## src/rtl/sdf_delay_mem_ctrl.sv

```systemverilog
// SDF delay-line controller: drives a 1R1W SRAM wrapper and exposes a ready/valid FIFO
// with a 2-entry prefetch buffer. Optional define SDF_MEM_BYPASS_EN skips the SRAM when empty.
module sdf_delay_mem_ctrl #(
    parameter int unsigned DATA_W = 32,
    parameter int unsigned ADDR_W = 7,
    parameter int unsigned DEPTH  = 128
) (
    input  logic              clock,
    input  logic              reset,
    input  logic              in_valid,
    output logic              in_ready,
    input  logic [DATA_W-1:0] in_data,
    output logic              out_valid,
    input  logic              out_ready,
    output logic [DATA_W-1:0] out_data,
    output logic              mem_W0_en,
    output logic [ADDR_W-1:0] mem_W0_addr,
    output logic [DATA_W-1:0] mem_W0_data,
    output logic              mem_R0_en,
    output logic [ADDR_W-1:0] mem_R0_addr,
    input  logic [DATA_W-1:0] mem_R0_data,
    output logic [ADDR_W+1:0] occupancy
);

    localparam logic [ADDR_W-1:0] LAST_ADDR = ADDR_W'(DEPTH - 1);
    localparam logic [ADDR_W:0]   FULL_CNT  = (ADDR_W + 1)'(DEPTH);

    logic [ADDR_W-1:0] wptr, rptr;
    logic [ADDR_W:0]   mem_cnt;
    logic              inflight;
    logic [1:0]        buf_cnt;
    logic [DATA_W-1:0] buf_head, buf_tail;

    logic              in_fire, out_fire, rd_issue, mem_wr, bypass, push;
    logic [1:0]        reserved;
    logic [DATA_W-1:0] push_data;

    function automatic logic [ADDR_W-1:0] ptr_inc(input logic [ADDR_W-1:0] p);
        return (p == LAST_ADDR) ? '0 : p + 1'b1;
    endfunction

    always_comb begin
        in_ready  = (mem_cnt < FULL_CNT);
        in_fire   = in_valid & in_ready;
        out_valid = (buf_cnt != 2'd0);
        out_fire  = out_valid & out_ready;
        // Buffer slots already claimed by stored entries plus the read in flight.
        reserved  = buf_cnt + {1'b0, inflight};
        rd_issue  = (mem_cnt != '0)
                  & ((reserved < 2'd2) | (out_fire & (reserved == 2'd2)));
`ifdef SDF_MEM_BYPASS_EN
        bypass    = in_fire & (mem_cnt == '0) & ~inflight & (buf_cnt < 2'd2);
`else
        bypass    = 1'b0;
`endif
        mem_wr    = in_fire & ~bypass;
        push      = inflight | bypass;
        push_data = inflight ? mem_R0_data : in_data;
    end

    assign out_data    = buf_head;
    assign mem_W0_en   = mem_wr;
    assign mem_W0_addr = wptr;
    assign mem_W0_data = in_data;
    assign mem_R0_en   = rd_issue;
    assign mem_R0_addr = rptr;
    assign occupancy   = (ADDR_W + 2)'(mem_cnt) + (ADDR_W + 2)'(inflight)
                       + (ADDR_W + 2)'(buf_cnt);

    always_ff @(posedge clock) begin
        if (reset) begin
            wptr     <= '0;
            rptr     <= '0;
            mem_cnt  <= '0;
            inflight <= 1'b0;
            buf_cnt  <= 2'd0;
            buf_head <= '0;
            buf_tail <= '0;
        end else begin
            if (mem_wr) begin
                wptr <= ptr_inc(wptr);
            end
            if (rd_issue) begin
                rptr <= ptr_inc(rptr);
            end
            case ({mem_wr, rd_issue})
                2'b10:   mem_cnt <= mem_cnt + 1'b1;
                2'b01:   mem_cnt <= mem_cnt - 1'b1;
                default: mem_cnt <= mem_cnt;
            endcase
            inflight <= rd_issue;

            case ({push, out_fire})
                2'b10: begin
                    if (buf_cnt == 2'd0) begin
                        buf_head <= push_data;
                    end else begin
                        buf_tail <= push_data;
                    end
                    buf_cnt <= buf_cnt + 2'd1;
                end
                2'b01: begin
                    buf_head <= buf_tail;
                    buf_cnt  <= buf_cnt - 2'd1;
                end
                2'b11: begin
                    // Count is unchanged; the new sample lands behind whatever remains.
                    if (buf_cnt == 2'd1) begin
                        buf_head <= push_data;
                    end else begin
                        buf_head <= buf_tail;
                        buf_tail <= push_data;
                    end
                end
                default: begin
                end
            endcase
        end
    end

`ifndef SYNTHESIS
    hazard_a: assert property (@(posedge clock) disable iff (reset)
        !(mem_W0_en && mem_R0_en && (mem_W0_addr == mem_R0_addr)));
`endif

endmodule
```

## config.mk

```make
export PLATFORM = sky130hd
export DESIGN_NAME = sdf_delay_mem_ctrl
export DESIGN_NICKNAME = d
export VERILOG_FILES = /design/src/rtl/sdf_delay_mem_ctrl.sv
export SDC_FILE = /design/constraint.sdc
export NUM_CORES = 1
export LEC_CHECK = 0
export ABC_AREA = 1
export CORE_MARGIN = 4
export CORE_UTILIZATION = 51
export DETAILED_ROUTE_END_ITERATION = 8
export GPL_TIMING_DRIVEN = 0
export HOLD_SLACK_MARGIN = 0.05
export PLACE_DENSITY = 0.86
export SLEW_MARGIN = 20
export SYNTH_ARGS = -nofsm -noshare
export SYNTH_HDL_FRONTEND = slang
export SYNTH_SLANG_ARGS = --single-unit
```

## constraint.sdc

```tcl
create_clock -name clock -period 5.3 [get_ports clock]
set_clock_uncertainty 0.15 [all_clocks]
set_input_delay 0.795 -clock clock [delete_from_list [all_inputs] [get_ports clock]]
set_output_delay 0.795 -clock clock [all_outputs]
set_load 0.01 [all_outputs]
```

==> summary.txt, run 1 <==
layout cells sized above 1 = 13.6%
root buffer cell = clkbuf_8
CTS tree = done
hold depth = 2
Placeable Area = 9910 um2
leakage power = 3.32 nW
cts hold-fix bufs = 0
CTS buffer count = 9
Layout area overhead = 36.5%
syn nets = 805
RSZ-0062 raised after global routing = false
cell taking the most area after synthesis = dfxtp_1
setup slack, reg-to-reg = 2.11 ns
register area = 1780 um2
GP Congestion = 0.883
Yosys reg bits = 89
P per Cell Area = 555 nW/um2
ant diodes = 0
starting density of the core = 52.9%
IO Port Bufs = 157
outcome = completed
# placed instances = 1008
drt pass-1 iters = 6
CTS sink count = 89
vias in the first global route = 5327
Hold Vio Cnt, Final = 0
DP Wirelength = 11600 um
setup violators final = 0
GRT overflow = 0
total routed wirelength = 15000 um
worst r2r path cells = 13
Post-synth ARST share = 0%
number of post-CTS setup repair buffers = 0
Max IR drop VDD = 413 uV
Synth Instances = 718
max_slew headroom = 58.4%
Worst-Margin Slew = 0.624 ns
ANT nets after route = 0
most numerous cell in the Yosys netlist = nand2_1
via count = 5363
Post-synth EDFFs = 0
WL per Instance = 14.7 um
drt first-iter violations = 257
GRT Resource Usage Total = 25.4%
non-filler instance count after layout = 1024
top post-synthesis cells by area = dfxtp_1, nand2_1, inv_1, o21ai_0, buf_4
Avg Cell Area, Syn = 7.30 um2
Post-Place Setup Slack = 1.53 ns
sequential cell area fraction in the yosys report = 34.0%
most frequent cells after synthesis = nand2_1, dfxtp_1, inv_1, o21ai_0, nand3_1
IO Pins = 159
final worst path period need = 4.15 ns
H-tree depth = 3
fin crit share = 78.3%
worst hold path class = flip-flop to flip-flop
Die X = 109 um
Hold Crit Start = buf_tail[28]$_SDFFE_PP0P_
Rows = 36
clock transition at the registers of the reported paths = 0.09 ns
hold endpoint = buf_tail[28]$_SDFFE_PP0P_
setup_tns = 0 ns
Syn Std Cell Area = 5240 um2
RR Startpoint = buf_cnt[1]$_SDFFE_PP0P_
area fraction of the dominant cell type after synthesis = 34.0%
required time of the critical path = 4.36 ns
Critical Path AT = 3.21 ns
Die ar. = 12000 um2
Most used DFF post-synth = dfxtp_1
first-pass GRT wire length = 24400 um
antenna violations before repair = 0
critical path fanouts, max = 11
largest net degree at the start of global routing = 14
Yosys Warn Count = 0
post-CTS sizing = 0
fmax = 241 MHz
Max Cap Violations = 0
maximum clock insertion buffer count = 2
multi-input logic area = 2620 um2
clock latency on the worst-skew pair = 0.36 ns
reg2reg end = mem_cnt[4]$_SDFFE_PP0P_
final setup margin = 1.15 ns
fin nets = 973
post-DR vias/cell = 5.24
Die Span Y = 109 um
Pwr Total = 3.97 mW
CP Launch Point = inflight$_SDFF_PP0_
Cell variety after synth = 46
Setup CP Type = flip-flop to primary output
DRC violations left = 0
critical path startpoint category = flip-flop
CP Capture Type = primary output
max-slew violations = 0
Layout fillers = 818
==> routing by layer <==
layer	part of all wire, %	GRT usage, %	wire (um)	vias up
li1	-	-	-	2623
met1	41	31.3	6200	2473
met2	49	43.1	7340	233
met3	7.7	4.64	1160	34
met4	2.2	11.3	335	0
met5	0	0	0	-
==> metrics by stage <==
step,hold WS [ns],area (um2),util [%]
detailed placement,0.293,6980,70.4
global route,0.327,7160,72.2
floorplan,0.275,5240,-
global placement,0.288,6980,70.4
CTS,0.306,7160,72.2
finish,0.310,7160,72.2
==> final cells by class <==
| class | instances | share of cell area (%) |
|---|---|---|
| buffer | 68 | 6.78 |
| clock buffer | 14 | 2.27 |
| clock inverter | 2 | 0.175 |
| inverter | 93 | 4.95 |
| multi-input combinational | 468 | 36.6 |
| sequential | 89 | 24.9 |
| tap | 133 | 2.33 |
| timing repair buffer | 157 | 22.0 |
==> cell families (layout without fill, tap and decap cells) <==
logic type      after synthesis  count (layout)  share of synthesized area, %
compound gates              166             166                          19.1
xor+xnor                     17              17                          2.84
fa+ha+maj                    19              19                          4.96
buf+inv                     161             334                          16.0
flops                        89              89                          34.0
simple gates                266             266                          23.1
==> state kept, by name, indices dropped and copies added (netlist names) <==
register     count
mem_R0_addr      7
buf_tail        32
mem_W0_addr      7
inflight         1
mem_cnt          8
out_data        32
buf_cnt          2
==> worst max-delay path, cell delays in order (launching register included) <==
cell and delay (ns):
dfxtp_1 0.41, buf_2 0.22, inv_1 0.14, buf_4 0.22, fa_1 0.39, inv_1 0.11, fa_1 0.21, nand3_1 0.12
nor3_1 0.28, xor2_1 0.19, clkdlybuf4s50_1 0.56
==> how the worst max path moves through the flow <==
stage,to,slack [ns],cells past startpoint
after floorplan,occupancy[6],2.35,9
after global placement,occupancy[6],1.61,10
after detailed placement,occupancy[6],1.53,10
after CTS,occupancy[6],1.12,10
after global routing,occupancy[6],0.90,10
final,occupancy[6],1.15,10
==> cells in the final DEF, fill, tap and decap left out, types with 5 or more instances in the layout <==
cell,instances
nor2_1,24
inv_1,87
o21ai_0,61
ha_1,16
o21ai_2,10
dfxtp_1,89
o211ai_1,16
clkdlybuf4s50_1,157
a21oi_1,33
buf_2,14
nand3_1,39
a21oi_2,6
o21bai_1,17
buf_4,38
nand2_2,12
clkbuf_1,9
clkbuf_8,12
a31oi_1,15
nand4_1,5
xor2_1,14
o21ai_1,6
nand2_1,167
==> power breakdown <==
part	internal (mW)	switching [mW]
Clock	0.196	0.238
Sequential	0.960	0.181
Combinational	1.02	1.37
(Power assumes the default switching activity.)
==> run 2: changes to the inputs <==
--- a/config.mk
+++ b/config.mk
@@ -7,11 +7,11 @@
 export LEC_CHECK = 0
 export ABC_AREA = 1
 export CORE_MARGIN = 4
-export CORE_UTILIZATION = 51
+export CORE_UTILIZATION = 43
 export DETAILED_ROUTE_END_ITERATION = 8
 export GPL_TIMING_DRIVEN = 0
 export HOLD_SLACK_MARGIN = 0.05
-export PLACE_DENSITY = 0.86
+export PLACE_DENSITY = 0.77
 export SLEW_MARGIN = 20
 export SYNTH_ARGS = -nofsm -noshare
 export SYNTH_HDL_FRONTEND = slang
==> constraint.sdc (replaced) <==
create_clock -name clock -period 3.6 [get_ports clock]
set_clock_uncertainty 0.15 [all_clocks]
set_input_delay 0.54 -clock clock [delete_from_list [all_inputs] [get_ports clock]]
set_output_delay 0.54 -clock clock [all_outputs]
set_load 0.01 [all_outputs]
==> run 2 against run 1 <==
Against the previous run:
- register-to-register slack got worse by 1.6 ns
- clock-buffer cell count shrank 2
- non-clock buffer count up 1
- design area rose by 2.3%
- critical path depth did not move
- die area up 17%
- sequential power up 46%
- total power increased by 55%
- setup slack lost 0.97 ns
- clock power up 120%
- wire length decreased by 3.0%
- hold slack got worse by 0.0063 ns
==> summary.txt, run 2 (synthesis gave the netlist of run 1 again) <==
H-tree depth = 3 (unchanged)
fmax = 293 MHz
P per Cell Area = 839 nW/um2 (was 555 nW/um2)
# placed instances = 1022 (was 1008)
max_slew headroom = 58.9% (was 58.4%)
critical path startpoint category = flip-flop (unchanged)
vias in the first global route = 4911 (was 5327)
DRC violations left = 0 (unchanged)
setup slack, reg-to-reg = 0.50 ns (was 2.11 ns)
most frequent cells in the layout = nand2_1, clkdlybuf4s50_1, dfxtp_1 (unchanged)
non-filler instance count after layout = 1038 (was 1024)
Die ar. = 14000 um2 (was 12000 um2)
Post-Place Setup Slack = 0.0930 ns (was 1.53 ns)
setup violators final = 0 (unchanged)
hold depth = 2 (unchanged)
Die X = 118 um (was 109 um)
Critical Path AT = 2.73 ns (was 3.21 ns)
Max Cap Violations = 0 (unchanged)
worst hold path class = flip-flop to flip-flop (unchanged)
largest net degree at the start of global routing = 14 (unchanged)
IO Pins = 159 (unchanged)
Layout fillers = 1100 (was 818)
drt first-iter violations = 254 (was 257)
CTS sink count = 89 (unchanged)
Layout area overhead = 39.7% (was 36.5%)
CTS buffer count = 9 (unchanged)
antenna violations before repair = 0 (unchanged)
DP Wirelength = 10900 um (was 11600 um)
DP Area = 7000 um2 (was 6980 um2)
WL per Instance = 14.1 um (was 14.7 um)
clock latency on the worst-skew pair = 0.35 ns (was 0.36 ns)
drt pass-1 iters = 5 (was 6)
final worst path period need = 3.42 ns
RSZ-0062 raised after global routing = false (unchanged)
fin crit share = 95.0%
ant diodes = 0 (unchanged)
clock transition at the registers of the reported paths = 0.06 ns (was 0.09 ns)
setup_tns = 0 ns (unchanged)
Worst-Margin Slew = 0.617 ns (was 0.624 ns)
root buffer cell = clkbuf_16 (was clkbuf_8)
most common cell after layout, fill and taps aside = nand2_1 (unchanged)
total routed wirelength = 14600 um (was 15000 um)
Die Span Y = 118 um (was 109 um)
GRT Resource Usage Total = 20.7% (was 25.4%)
maximum clock insertion buffer count = 2 (unchanged)
Max IR drop VDD = 533 uV (was 413 uV)
starting density of the core = 43.8% (was 52.9%)
Placeable Area = 12000 um2 (was 9910 um2)
CP Capture Type = primary output (unchanged)
final setup margin = 0.181 ns (was 1.15 ns)
post-DR vias/cell = 5.00 (was 5.24)
layout cells sized above 1 = 14.1% (was 13.6%)
max-slew violations = 0 (unchanged)
fin nets = 974 (was 973)
IO Port Bufs = 157 (unchanged)
ANT nets after route = 0 (unchanged)
Hold Vio Cnt, Final = 0 (unchanged)
CTS tree = done (unchanged)
via count = 5186 (was 5363)
GRT overflow = 0 (unchanged)
worst r2r path cells = 17 (was 13)
leakage power = 3.42 nW (was 3.32 nW)
first-pass GRT wire length = 24000 um (was 24400 um)
GP Congestion = 0.832 (was 0.883)
Setup CP Type = flip-flop to primary output (unchanged)
required time of the critical path = 2.91 ns (was 4.36 ns)
Rows = 40 (was 36)
final instance area = 7320 um2 (was 7160 um2)
critical path fanouts, max = 11 (unchanged)
outcome = completed (unchanged)
[run 2: cell types whose count changed in the layout (fill, tap and decap cells not counted), sizes merged]
cell           previous run  this run
inv                      91        90
clkdlybuf4s50           157       154
clkbuf                   24        22
bufinv                    0         1
buf                      58        59
dlymetal6s2s              0         2
clkinv                    3         4
dlygate4sd2               0         1
[run 2: final cells by class]
cell class / instances / area, um2 / share of cell area, %
plain buffers: 68 / 492 / 6.72
clock buffers: 12 / 256 / 3.50
clock inverters: 3 / 40.0 / 0.547
inverters: 93 / 358 / 4.89
multi-input cells: 468 / 2630 / 35.9
flip-flops and latches: 89 / 1780 / 24.4
well taps: 147 / 184 / 2.51
repair buffers: 158 / 1580 / 21.6
[run 2: routing by layer]
metal  vias to the layer above  track usage [%]  share of wire (%)
met5                         -                0                  0
met1                      2364             27.8                 45
met4                         0             6.30                1.7
li1                       2636                -                  -
met2                       166             33.4                 47
met3                        20             4.59                6.3
[run 2: where the power goes]
part | internal [mW] | switching (mW) | leakage, nW
Sequential | 1.42 | 0.256 | 0.735
Clock | 0.570 | 0.389 | 0.148
Combinational | 1.52 | 1.99 | 2.54
Total | 3.50 | 2.64 | 3.42
[run 2: final timing paths]
kind / to / from
worst max-delay path: occupancy[5] / inflight$_SDFF_PP0_
worst min-delay path: buf_tail[26]$_SDFFE_PP0P_ / buf_tail[26]$_SDFFE_PP0P_
worst max register to register: mem_cnt[5]$_SDFFE_PP0P_ / buf_cnt[1]$_SDFFE_PP0P_
worst min register to register: buf_tail[26]$_SDFFE_PP0P_ / buf_tail[26]$_SDFFE_PP0P_
[run 2: per-stage QoR]
stage | hold WS (ns) | power (mW) | utilization [%]
after global placement | 0.293 | 5.11 | 58.5
after global routing | 0.333 | 6.65 | 61.2
after floorplan | 0.275 | 3.91 | -
after detailed placement | 0.298 | 5.15 | 58.5
final | 0.304 | 6.14 | 61.2
after CTS | 0.307 | 6.16 | 61.2
[run 2: critical path: stages, from the launching register on]
cell and delay, ns:
dfxtp_2 0.37, buf_4 0.18, clkinvlp_4 0.10, buf_6 0.16
fa_1 0.38, inv_1 0.11, a21oi_1 0.07, nor2_1 0.15
nand3_1 0.14, xor2_1 0.16, clkdlybuf4s50_1 0.55
[run 2: what timing repair did]
action | CTS | global route
setup buffers | 1 | 0
hold buffers | 0 | 0
cloned | 0 | 0
endpoints found under the setup margin | 5 | 2
pin swaps | 0 | 1
gates resized for setup | 6 | 2
